===== config.mk =====
export PLATFORM = sky130hd
export DESIGN_NAME = spoc64_bdo_trunc
export DESIGN_NICKNAME = d
export VERILOG_FILES = /design/src/rtl/spoc64_bdo_trunc.sv
export SDC_FILE = /design/constraint.sdc
export NUM_CORES = 1
export LEC_CHECK = 0
export ABC_CLOCK_PERIOD_IN_PS = 2400
export CAP_MARGIN = 40
export CORE_AREA = 4 4 66 68
export DETAILED_ROUTE_END_ITERATION = 12
export DIE_AREA = 0 0 70 72
export DONT_BUFFER_PORTS = 1
export SYNTH_ARGS = -nofsm -noshare
export SYNTH_HDL_FRONTEND = slang
export SYNTH_SLANG_ARGS = --single-unit

===== constraint.sdc =====
create_clock -name clk -period 2.4 [get_ports clk]
set_clock_uncertainty 0.2 [all_clocks]
set_input_delay 0.48 -clock clk [delete_from_list [all_inputs] [get_ports clk]]
set_output_delay 0.48 -clock clk [all_outputs]
set_load 0.05 [all_outputs]

===== src/rtl/spoc64_bdo_trunc.sv =====
// Output truncation/padding stage for the SpoC-64 bdo path: byte-granular masking of the
// processed block, two-word bdo presentation with byte-valid masks, and 10*-padded feedback.
module spoc64_bdo_trunc #(
    parameter int unsigned BLK_W    = 64,
    parameter int unsigned WORD_W   = 32,
    parameter logic [7:0]  PAD_BYTE = 8'h80
) (
    input  logic                  clk,
    input  logic                  rst,
    input  logic                  i_init_trunc,
    input  logic                  i_en_trunc,
    input  logic [3:0]            i_blk_bytes,
    input  logic [BLK_W-1:0]      i_ct_in,
    input  logic                  i_bdo_complete,
    output logic [WORD_W-1:0]     o_bdo,
    output logic [WORD_W/8-1:0]   o_bdo_valid_bytes,
    output logic                  o_trunc_complete,
    output logic [BLK_W-1:0]      o_state_fb
);

    localparam int unsigned N_BYTES = BLK_W / 8;
    localparam int unsigned WB      = WORD_W / 8;
    localparam int unsigned CNT_W   = 4;

    logic [BLK_W-1:0]  r_mask;
    logic [CNT_W-1:0]  r_cnt;

    logic [CNT_W-1:0]  w_blk_eff;
    logic              w_step;
    logic [BLK_W-1:0]  w_masked;
    logic [BLK_W-1:0]  w_pad;
    logic [WB-1:0]     w_valid_hi;
    logic [WB-1:0]     w_valid_lo;

    // Block length saturates at a full block; a step only happens while bytes remain to clear.
    assign w_blk_eff = (i_blk_bytes > CNT_W'(N_BYTES)) ? CNT_W'(N_BYTES) : i_blk_bytes;
    assign w_step    = i_en_trunc && !i_init_trunc && (r_cnt > w_blk_eff);

    always_ff @(posedge clk) begin
        if (rst || i_init_trunc) begin
            r_mask <= '1;
            r_cnt  <= CNT_W'(N_BYTES);
        end else if (w_step) begin
            r_mask <= r_mask << 8;
            r_cnt  <= r_cnt - CNT_W'(1);
        end
    end

    assign w_masked         = i_ct_in & r_mask;
    assign o_trunc_complete = (r_cnt <= w_blk_eff);
    assign o_bdo            = i_bdo_complete ? w_masked[WORD_W-1:0]
                                             : w_masked[BLK_W-1 -: WORD_W];

    // Valid bit order: MSB corresponds to the lowest byte index of the word.
    always_comb begin
        w_valid_hi = '0;
        w_valid_lo = '0;
        for (int j = 0; j < int'(WB); j++) begin
            w_valid_hi[WB-1-j] = r_mask[BLK_W-1-8*j];
            w_valid_lo[WB-1-j] = r_mask[WORD_W-1-8*j];
        end
    end

    assign o_bdo_valid_bytes = i_bdo_complete ? w_valid_lo : w_valid_hi;

    always_comb begin
        w_pad = '0;
        if (w_blk_eff < CNT_W'(N_BYTES)) begin
            w_pad = BLK_W'(PAD_BYTE) << (8 * (N_BYTES - 1 - 32'(w_blk_eff)));
        end
    end

    assign o_state_fb = w_masked | w_pad;

endmodule


==> flow_summary.json <==
{
  "run_status": "finished, final reports clean",
  "wl_mm": 5.61,
  "avgViaCountPerCell": 5.29,
  "rsz0062_at_grt": "no",
  "path_depth": 8,
  "grt_use_met3_pct": 4.85,
  "gr-total-overflow": 0,
  "endpoint_kind": "output port",
  "cts_max_path_buffers": 2,
  "max_slew_margin_pct": 58.3,
  "layout_common_cells": "buf_4, and2_1, mux2_2, nand2_1, dfxtp_1",
  "gp_congestion": 0.826,
  "path_cells": "inv_1 -> nand2_1 -> ha_1 -> nor2b_2 -> o211ai_2 -> nand2_1 -> nand2_1 -> buf_12",
  "drive_gt1_share_pct": 46.6,
  "post-route-util_pct": 55.3,
  "timing.final.crit_period_ns": 2.30,
  "grt_pass1_vias": 1576,
  "grt_use_total_pct": 20.5,
  "finalInstanceArea_mm2": 0.00213,
  "avgSynthCellArea_um2": 7.89,
  "crit_buf_inv": 2,
  "period_share_pct": 95.7,
  "synth_edf_count": 0,
  "finalHoldViolCount": 0,
  "fmax_mhz": 435,
  "fin_tns_setup_ns": 0,
  "htree_num_levels": 1,
  "power_density_mw_per_mm2": 517,
  "yosys.cell_types.count": 31,
  "drc": 0,
  "min_from": "rst",
  "ys_seq_area_share_pct": 16.2,
  "ys_async_sr_fraction_pct": 0,
  "pin_count": 174,
  "postSynthCellCount": 188,
  "crit_arrival_ns": 1.62,
  "top_usage_layer": "met2",
  "worst_setup_path_start_kind": "primary input",
  "ys_warn_count": 0,
  "synthFlopType": "dfxtp_1",
  "grt_max_degree": 41,
  "drv_slew": 0,
  "cts_root_buf": "clkbuf_8",
  "num_vias": 1593,
  "cts.sinks": 12,
  "cp_data_required_time_ns": 1.72,
  "fin_nets": 330,
  "cellLeakagePower_nw": 0.926,
  "cts_tree": "yes",
  "clk_transition_reported_paths_ns": 0.06,
  "hp-class": "in2reg",
  "r2r-end": "r_mask[31]",
  "worst_skew_pair.late_latency_ns": 0.24,
  "cpPeakStageDelay_ns": 0.28,
  "crit_top_cell": "nand2_1",
  "start_util_pct": 38.5,
  "use_met1_pct": 25.0,
  "antenna_found_initial": 0,
  "ys_ff_latch": 12,
  "ctsResizeCount": 0,
  "endpoint": "o_trunc_complete",
  "pre_cts_slack_ns": 0.107,
  "tightest_slew_ns": 0.623,
  "diodes": 0,
  "worstPathMaxFanout": 4,
  "place_hpwl_mm": 4.54,
  "layout_setup_ws_ns": 0.103,
  "synthesis.area_mm2": 0.00148,
  "fin_total_pwr_mw": 1.10,
  "port_buffers": 0,
  "crit_family": "simple AND/OR/NAND/NOR gates",
  "startpoint": "i_blk_bytes[3]",
  "slowest_stage": "ha_1",
  "synth.net_count": 266,
  "rows": 23,
  "drt_iter0_markers": 40,
  "reg2reg_depth": 8,
  "final_common_cell": "buf_4",
  "area_growth_pct": 43.6,
  "criticalPathCategory": "in2out",
  "setup_viol": 0,
  "cts_setup_buffers": 0,
  "grt_pass1_wl_mm": 8.52,
  "ir_worst_vdd_mv": 0.263,
  "post_dp_cell_area_mm2": 0.00208,
  "cts_hold_buf": 0,
  "r2r_slack_ns": 0.42,
  "die_w_um": 70,
  "coreArea_mm2": 0.00386,
  "r2r-start": "r_cnt[0]",
  "fp.dieArea_mm2": 0.00504,
  "postRouteAntennaNets": 0,
  "die_h_um": 72,
  "dr.pass1.iters": 4,
  "grtUsageMet2_pct": 37.7,
  "numCtsBuffers": 3,
  "wl_per_cell_um": 18.6,
  "cap_violations": 0
}
[Yosys cell counts (2+ instances only)]
cell type   n  share of area [%]
and2_1     56                 24
mux2_2     32                 24
nand2_1    22                5.6
dfxtp_1    12                 16
clkbuf_1    8                2.0
o21ai_0     7                2.4
mux2i_1     6                4.0
ha_1        5                4.2
inv_1       5                1.3
nand3_1     4                1.3
o31ai_1     4                2.0
a21oi_1     3                1.0
buf_2       3                1.0
nor3_1      3                1.0
o21ai_1     2               0.67
[power breakdown]
group	total [mW]	switching [mW]	internal, mW	leakage, nW
combinational	0.676	0.488	0.187	0.800
clock	0.220	0.0752	0.145	0.0288
sequential	0.206	0.00397	0.202	0.0973
total	1.10	0.568	0.534	0.926
[worst min-delay path by stage]
| stage | to | slack (ns) | depth (start not counted) |
|---|---|---|---|
| floorplan | r_cnt[3] | 0.30 | 2 |
| global placement | r_cnt[3] | 0.33 | 2 |
| detailed placement | r_cnt[1] | 0.35 | 1 |
| CTS | r_cnt[1] | 0.1 | 1 |
| global route | r_cnt[1] | 0.09 | 1 |
| finish | r_cnt[1] | 0.10 | 1 |
[flip-flops by register name, summed over array words and instances (netlist names)]
signal / count
r_cnt: 4
r_mask: 8
[metrics by stage]
stage	cells	hold WS, ns
after floorplan	188	0.297
after global placement	297	0.332
after detailed placement	297	0.352
after CTS	301	0.0975
after global routing	301	0.0891
final	301	0.101
[final cells by class]
type | instances | area (µm²)
Clock buffer | 4 | 55.1
Fill cell | 366 | 1730
Inverter | 5 | 18.8
Multi-Input combinational cell | 159 | 1200
Sequential cell | 12 | 240
Tap cell | 50 | 62.6
Timing Repair Buffer | 71 | 558
[layer usage]
metal	up-vias	wire, µm	part of all wire, %
met1	728	2270	40
met5	-	0	0
met2	77	2890	51
li1	784	-	-
met4	0	25	0.45
met3	4	424	7.6
[logic make-up (layout without fill, tap and decap cells)]
| family | count (synthesis) | after routing | share of synthesized area, % |
|---|---|---|---|
| buffers and inverters | 17 | 80 | 5.06 |
| adders and majority gates | 5 | 5 | 4.22 |
| AOI/OAI and AO/OA | 22 | 22 | 10.6 |
| xor gates and xnor gates | 1 | 1 | 0.590 |
| muxes | 38 | 38 | 28.3 |
| DFF | 12 | 12 | 16.2 |
| and+or+nand+nor | 93 | 93 | 35.0 |
Power figures use the tool's default switching activity.
